$ cat src/rtl/adder_pkg.sv
// Shared constants, operation mode and parameter sanity check for the
// pipelined adder/subtractor.
package adder_pkg;
  localparam int DEF_WIDTH = 16;
  localparam int DEF_CHUNK = 4;

  typedef enum logic {ADD = 1'b0, SUB = 1'b1} mode_e;

  function automatic bit width_ok(int w, int c);
    return (c >= 1) && (c <= w) && ((w % c) == 0);
  endfunction
endpackage

$ cat src/rtl/pipelined_adder_nbit_if.sv
// Upstream (operands) and downstream (result) handshakes of the pipelined adder.
interface pipelined_adder_nbit_if import adder_pkg::*; #(parameter int WIDTH = DEF_WIDTH) ();
  logic             in_valid;
  logic             in_ready;
  logic [WIDTH-1:0] a;
  logic [WIDTH-1:0] b;
  logic             cin;
  logic             sub;
  logic             out_valid;
  logic             out_ready;
  logic [WIDTH-1:0] sum;
  logic             cout;
  logic             ovf;

  modport master (
    output in_valid, a, b, cin, sub, out_ready,
    input  in_ready, out_valid, sum, cout, ovf
  );

  modport slave (
    input  in_valid, a, b, cin, sub, out_ready,
    output in_ready, out_valid, sum, cout, ovf
  );
endinterface

$ cat src/rtl/adder_chunk.sv
// Full-adder cell and the CHUNK-bit combinational ripple built from it; also
// exposes the carry into the chunk MSB so the last rank can derive overflow.
module full_adder (
  input  logic a,
  input  logic b,
  input  logic ci,
  output logic s,
  output logic co
);
  assign s  = a ^ b ^ ci;
  assign co = (a & b) | (ci & (a ^ b));
endmodule

module adder_chunk #(
  parameter int CHUNK = 4
) (
  input  logic [CHUNK-1:0] a,
  input  logic [CHUNK-1:0] b,
  input  logic             cin,
  output logic [CHUNK-1:0] s,
  output logic             cout,
  output logic             cmsb
);
  logic [CHUNK:0] c;

  assign c[0] = cin;

  for (genvar i = 0; i < CHUNK; i++) begin : g_fa
    full_adder u_fa (.a(a[i]), .b(b[i]), .ci(c[i]), .s(s[i]), .co(c[i+1]));
  end

  assign cout = c[CHUNK];
  assign cmsb = c[CHUNK-1];
endmodule

$ cat src/rtl/pipelined_adder_nbit.sv
// WIDTH-bit adder/subtractor resolving CHUNK bits per rank, with a
// bubble-collapsing valid/ready pipeline; outputs come straight from registers.
module pipelined_adder_nbit import adder_pkg::*; #(
  parameter int WIDTH = DEF_WIDTH,
  parameter int CHUNK = DEF_CHUNK
) (
  input  logic                  clk,
  input  logic                  rst_n,
  pipelined_adder_nbit_if.slave bus
);
  localparam int NUM_STAGES = WIDTH / CHUNK;

  if (!width_ok(WIDTH, CHUNK)) begin : g_param_chk
    $error("pipelined_adder_nbit: WIDTH must be a non-zero multiple of CHUNK");
  end

  mode_e mode;
  assign mode = mode_e'(bus.sub);

  // Rank registers, indexed 1..NUM_STAGES. x_r carries the result in its low
  // (processed) chunks and still-unprocessed operand A in its high chunks.
  logic [NUM_STAGES:1]            vld_pipe;
  logic [NUM_STAGES:1]            adv;
  logic [NUM_STAGES:1][WIDTH-1:0] x_r;
  logic [NUM_STAGES:1][WIDTH-1:0] y_r;
  logic [NUM_STAGES:1]            c_r;
  logic                           cm_r;

  // Per-chunk source view: index 0 is the input port, index k is rank k.
  logic [NUM_STAGES-1:0]            sv, sc, co, cm;
  logic [NUM_STAGES-1:0][WIDTH-1:0] sx, sy, nx;
  logic [NUM_STAGES-1:0][CHUNK-1:0] cs;

  always_comb begin
    sv[0] = bus.in_valid;
    sx[0] = bus.a;
    sy[0] = (mode == SUB) ? ~bus.b : bus.b;
    sc[0] = (mode == SUB) | bus.cin;
    for (int k = 1; k < NUM_STAGES; k++) begin
      sv[k] = vld_pipe[k];
      sx[k] = x_r[k];
      sy[k] = y_r[k];
      sc[k] = c_r[k];
    end
  end

  for (genvar g = 0; g < NUM_STAGES; g++) begin : g_chunk
    adder_chunk #(.CHUNK(CHUNK)) u_chunk (
      .a    (sx[g][g*CHUNK +: CHUNK]),
      .b    (sy[g][g*CHUNK +: CHUNK]),
      .cin  (sc[g]),
      .s    (cs[g]),
      .cout (co[g]),
      .cmsb (cm[g])
    );
  end

  always_comb begin
    for (int k = 0; k < NUM_STAGES; k++) begin
      nx[k]                    = sx[k];
      nx[k][k*CHUNK +: CHUNK]  = cs[k];
    end
  end

  // A rank moves when it is empty or its successor moves; this ripples
  // combinationally from out_ready back to in_ready.
  always_comb begin
    logic go;
    go  = !vld_pipe[NUM_STAGES] || bus.out_ready;
    adv = '0;
    adv[NUM_STAGES] = go;
    for (int k = NUM_STAGES - 1; k >= 1; k--) begin
      go     = !vld_pipe[k] || go;
      adv[k] = go;
    end
  end

  always_ff @(posedge clk or negedge rst_n) begin
    if (!rst_n) begin
      vld_pipe <= '0;
      x_r      <= '0;
      y_r      <= '0;
      c_r      <= '0;
      cm_r     <= 1'b0;
    end else begin
      for (int k = 1; k <= NUM_STAGES; k++) begin
        if (adv[k]) begin
          vld_pipe[k] <= sv[k-1];
          if (sv[k-1]) begin
            x_r[k] <= nx[k-1];
            y_r[k] <= sy[k-1];
            c_r[k] <= co[k-1];
          end
        end
      end
      if (adv[NUM_STAGES] && sv[NUM_STAGES-1])
        cm_r <= cm[NUM_STAGES-1];
    end
  end

  assign bus.in_ready  = adv[1];
  assign bus.out_valid = vld_pipe[NUM_STAGES];
  assign bus.sum       = x_r[NUM_STAGES];
  assign bus.cout      = c_r[NUM_STAGES];
  assign bus.ovf       = c_r[NUM_STAGES] ^ cm_r;
endmodule

$ cat src/flat_wrapper.sv
// flat-port wrapper written by rule: the top's interface ports become plain ports
module pipelined_adder_nbit_flat import adder_pkg::*;
#(
  parameter int WIDTH = DEF_WIDTH,
  parameter int CHUNK = DEF_CHUNK
)
  (clk, rst_n, bus_in_valid, bus_a, bus_b, bus_cin, bus_sub, bus_out_ready, bus_in_ready, bus_out_valid, bus_sum, bus_cout, bus_ovf);
  pipelined_adder_nbit_if #(.WIDTH(WIDTH)) bus_i ();
  input  logic clk;
  input  logic rst_n;
  input wire logic [$bits(bus_i.in_valid)-1:0] bus_in_valid;
  input wire logic [$bits(bus_i.a)-1:0] bus_a;
  input wire logic [$bits(bus_i.b)-1:0] bus_b;
  input wire logic [$bits(bus_i.cin)-1:0] bus_cin;
  input wire logic [$bits(bus_i.sub)-1:0] bus_sub;
  input wire logic [$bits(bus_i.out_ready)-1:0] bus_out_ready;
  output wire logic [$bits(bus_i.in_ready)-1:0] bus_in_ready;
  output wire logic [$bits(bus_i.out_valid)-1:0] bus_out_valid;
  output wire logic [$bits(bus_i.sum)-1:0] bus_sum;
  output wire logic [$bits(bus_i.cout)-1:0] bus_cout;
  output wire logic [$bits(bus_i.ovf)-1:0] bus_ovf;
  assign bus_i.in_valid = bus_in_valid;
  assign bus_i.a = bus_a;
  assign bus_i.b = bus_b;
  assign bus_i.cin = bus_cin;
  assign bus_i.sub = bus_sub;
  assign bus_i.out_ready = bus_out_ready;
  assign bus_in_ready = bus_i.in_ready;
  assign bus_out_valid = bus_i.out_valid;
  assign bus_sum = bus_i.sum;
  assign bus_cout = bus_i.cout;
  assign bus_ovf = bus_i.ovf;
  pipelined_adder_nbit #(.WIDTH(WIDTH), .CHUNK(CHUNK)) u_core (.clk(clk), .rst_n(rst_n), .bus(bus_i));
endmodule
$ cat config.mk
export PLATFORM = sky130hd
export DESIGN_NAME = pipelined_adder_nbit_flat
export DESIGN_NICKNAME = d
export VERILOG_FILES = /design/src/rtl/adder_pkg.sv /design/src/rtl/pipelined_adder_nbit_if.sv /design/src/rtl/adder_chunk.sv /design/src/rtl/pipelined_adder_nbit.sv /design/src/flat_wrapper.sv
export SDC_FILE = /design/constraint.sdc
export NUM_CORES = 1
export LEC_CHECK = 0
export ABC_AREA = 1
export BUFFER_PORTS_ARGS = -buffer_cell sky130_fd_sc_hd__buf_4
export CAP_MARGIN = 20
export CELL_PAD_IN_SITES_DETAIL_PLACEMENT = 1
export CELL_PAD_IN_SITES_GLOBAL_PLACEMENT = 1
export CORE_ASPECT_RATIO = 1.1
export CORE_UTILIZATION = 44
export DETAILED_ROUTE_END_ITERATION = 8
export PLACE_DENSITY = 0.81
export SYNTH_ARGS = -nofsm -noshare
export SYNTH_HDL_FRONTEND = slang
export SYNTH_HIERARCHICAL = 1
export SYNTH_SLANG_ARGS = --single-unit
$ cat constraint.sdc
create_clock -name clk -period 2.55 [get_ports clk]
set_input_delay 0.255 -clock clk [delete_from_list [all_inputs] [get_ports clk]]
set_output_delay 0.255 -clock clk [all_outputs]
set_load 0.005 [all_outputs]
==> Word level (Yosys, flattened, before mapping) <==
Cells that the tools add are included.
{ "totals": {"regBits": 121, "inputBits": 38, "output_inout_bits": 20, "elab_cells": 113} }
{ "classes": {"muxes": 1, "bitwise_logic": 83, "n_reduce_logical": 13} }
{ "ops": {"columns": ["operator", "n"], "rows": [
  ["XOR 1 bit", 33],
  ["bitwise AND 1 bit", 32],
  ["OR 1 bit", 17],
  ["two-way mux 16 bit", 1],
  ["NOT 16 bit", 1],
  ["AND reduction 2 bit", 4],
  ["zero test 1 bit", 4],
  ["logical OR 1 bit", 4],
  ["logical AND 1 bit", 1]
]} }

==> Depth between registers and ports, before layout <==
{ "depth": {"depth_word": 11, "depth_mapped": 9, "depth_no_buf": 7} }

==> By module <==
The synthesis kept the hierarchy.
{ "by_module_without_submodules": {"columns": ["mod", "n_inst", "cells_per_inst", "area_each_um2", "seq_area_each_um2"], "rows": [
  ["pipelined_adder_nbit", 1, 432, 4005.1, 2427.3],
  ["full_adder", 16, 1, 20.0, 0.0]
]} }

==> Least setup slack after synthesis <==
Ideal clock, no wire load.
{ "synth_timing": {"path_kind": "in2reg", "from": "input port bus_sub", "to": "register u_core.x_r, in the netlist u_core/nx[19]", "setup_ns": 0.065, "arrival_time_ns": 2.630, "t_required_ns": 2.485, "setup_slack_ns": -0.145, "path_stages": 9, "n_path_buf": 2, "path_cell_list": "buf_4 > buf_4 > or2_2 > fa_1 > fa_1 > fa_1 > fa_1 > nand3_1 > nand2_1"} }
{ "synth_lines": {"columns": ["element", "line", "text"], "rows": [
  ["from (decl)", "flat_wrapper.sv:15", "input wire logic [$bits(bus_i.sub)-1:0] bus_sub;"],
  ["to (signal, indexed assignment)", "pipelined_adder_nbit.sv:90", "x_r[k] <= nx[k-1];"],
  ["to (decl)", "pipelined_adder_nbit.sv:24", "logic [NUM_STAGES:1][WIDTH-1:0] x_r;"]
]} }

==> run metrics <==
run status=finished clean; num ports=58; H-Tree Depth=3; RSZ-0062 raised after global routing=false; synth top area cells=dfrtp_1, nand2_1, nand3_1; fin crit share=94.81%; Final setup viols=0; worst path arrival time=2.72 ns; Seq/Total Area, Yosys=56.12%; most frequent cell on the critical path=fa_1; Hold Crit Class=input pin to async pin; antenna violations before repair=0; Placer Congestion=0.7145; Largest stage delay, worst path=0.50 ns; peak supply drop=0.0003776 V; clock sinks=97; Gate Count Post-Synth=448; Slew HR=39.32%; Cell Rows=37; Port Buffers=57; Vias/cell=4.877; Setup Buffers After CTS=0; Routed WL per cell=13.41 um; Critical Path Sink Type=flip-flop; core area=9444 um2; PwrDens=997.2 nW/um2; Die Wd=96.54 um; #FFs+latches synth=97; Synth area leader=dfrtp_1; Final Non-Filler Cells=617; Initial Util=45.80%; CTS tree=built; placed cells=601; WP buf/inv=0; Synth top area share=56.12%; fraction of layout cells with a size suffix above 1=18.40%; DIE AREA=10,230 um2; Worst Setup Start Kind=flip-flop; clk_lat worst skew=0.36 ns; Synth cell types=22; synthesis-to-finish area growth=15.30%; post-DP HPWL=5970 um; CTS Root Cell=clkbuf_8; total iterations of the first detailed-routing run=4; CTS hold repair buffers=0; Starting DRT DRC Count=124; Tot Pwr=4.973 mW; NumNets Final=549; Hold Vio Cnt, Final=0; CP max-delay cell=fa_1; final worst path period need=2.418 ns; post-CTS sizing=0; Worst Path Required=2.85 ns; cts bufs inserted=9; number of global-route vias before repair=3,191; ANT nets after route=0; Post-Syn Area per Cell=9.655 um2; largest net degree at the start of global routing=76; CP Cell Sequence=fa_1 -> fa_1 -> fa_1 -> fa_1 -> nand3_1 -> nand2_1; n_diodes=0; clock buffer depth=2; Setup TNS Final=0 ns; worst-path maximum fanout=2; synthesized area=4325 um2; routed via count=3,009; PnR worst setup slack=0.1325 ns; LEAKAGE=2.643 nW; max-cap violations=0; cell family with the largest share of critical-path delay=adder cells; Final Max Slew Viols=0; first-pass GRT wire length=14,790 um; Total Wirelength=8275 um; DRC errors left=0; GRT Residual Overflow=0; gr usage total=18.60%; fmax=413.6 MHz; Slew @ Worst Pin=0.9102 ns; clock-pin slew on the worst setup and hold paths=0.09 ns; critical path class=flip-flop to flip-flop; pre-CTS setup slack=0.07752 ns; Synthesized Nets=502; Worst Skew=0.01151 ns; die height=106.0 um; synth warn=6
-- cells by family after synthesis --
family                   Yosys count  share of synthesized area, %
adder cells (fa/ha/maj)           16                         7.405
AO/OA/AOI/OAI                      8                        0.9255
AND/OR/NAND/NOR                  276                         27.68
buffers and inverters             34                         4.426
XOR/XNOR                          17                         3.442
flip-flops                        97                         56.12
-- cell usage after synthesis --
master / n
o21ai_0: 1
or2_2: 1
buf_4: 5
inv_2: 1
buf_2: 12
a21oi_1: 4
nand4_2: 1
xor2_1: 17
nor2_1: 4
fa_1: 16
inv_1: 5
nand3_1: 85
clkbuf_1: 4
nand3_4: 1
nand2_1: 178
o21ai_1: 3
dfrtp_1: 97
nand2_4: 2
buf_6: 4
nor2_4: 1
nand2_2: 3
buf_1: 3
-- where the power goes --
group | total, mW | internal (mW) | switching (mW)
sequential | 2.41 | 2.07 | 0.339
combinational | 1.59 | 0.679 | 0.907
clock | 0.978 | 0.477 | 0.501
-- state kept, by name, summed over array words and instances (netlist names) --
| name | cells |
|---|---|
| u_core/nx | 36 |
| u_core/sy | 24 |
| u_core/bus.sum | 16 |
| u_core/sx | 12 |
| u_core/c_r | 4 |
| u_core/vld_pipe | 4 |
| u_core/cm_r | 1 |
-- path summary, 6_finish.rpt --
path / start / to / slack [ns] / depth (start not counted)
setup / recovery: u_core/sx[60]$_DFFE_PN0P_ / u_core/bus.sum[15]$_DFFE_PN0P_ / 0.13 / 6
hold / removal: rst_n / u_core/bus.sum[2]$_DFFE_PN0P_ / 0.03 / 1
setup reg to reg: u_core/sx[60]$_DFFE_PN0P_ / u_core/bus.sum[15]$_DFFE_PN0P_ / 0.13 / 6
hold reg to reg: u_core/sy[26]$_DFFE_PN0P_ / u_core/sy[26]$_DFFE_PN0P_ / 0.47 / 2
max in group asynchronous: rst_n / u_core/nx[46]$_DFFE_PN0P_ / 1.78 / 2
min in group clk: bus_a[13] / u_core/nx[29]$_DFFE_PN0P_ / 0.13 / 3
-- worst reg2reg max path: cells and delay by family (launching register included) --
kind,cells,cell delay [ns]
fa+ha+maj,4,1.79
flops,1,0.41
simple gates,2,0.16
-- per-stage QoR --
step                area [um2]  hold slack (ns)  util, %
floorplan                 4337         -0.04059        -
global placement          4791           0.4448    50.73
detailed placement        4791           0.4549    50.73
CTS                       4987          0.04909    52.81
global route              4987          0.09219    52.81
finish                    4987          0.02809    52.81
-- layer usage --
layer / GRT usage, % / wire [um] / vias to the layer above
met4: 7.248 / 128 / 0
met5: 0 / 0 / -
met3: 2.575 / 234 / 8
li1: - / - / 1514
met1: 24.90 / 3808 / 1431
met2: 30.38 / 4104 / 56
-- cells in the final DEF, fill, tap and decap left out, drive strengths merged --
cell type / Yosys / final
a21oi: 4 / 4
buf: 24 / 64
bufinv: 0 / 1
clkbuf: 4 / 11
clkinv: 0 / 2
clkinvlp: 0 / 2
dfrtp: 97 / 97
fa: 16 / 16
inv: 6 / 6
nand2: 183 / 183
nand3: 86 / 86
nand4: 1 / 1
nor2: 5 / 5
o21ai: 4 / 4
or2: 1 / 1
xor2: 17 / 17
-- cell type report --
cell class                      instances  area [um2]
Clock buffer                           11       141.4
Clock inverter                          5       55.05
Fill cell                            1130        4457
Inverter                                6       22.52
Multi-Input combinational cell        317        1714
Sequential cell                        97        2427
Tap cell                              117       146.4
Timing Repair Buffer                   64       480.5
(Power assumes the default switching activity.)
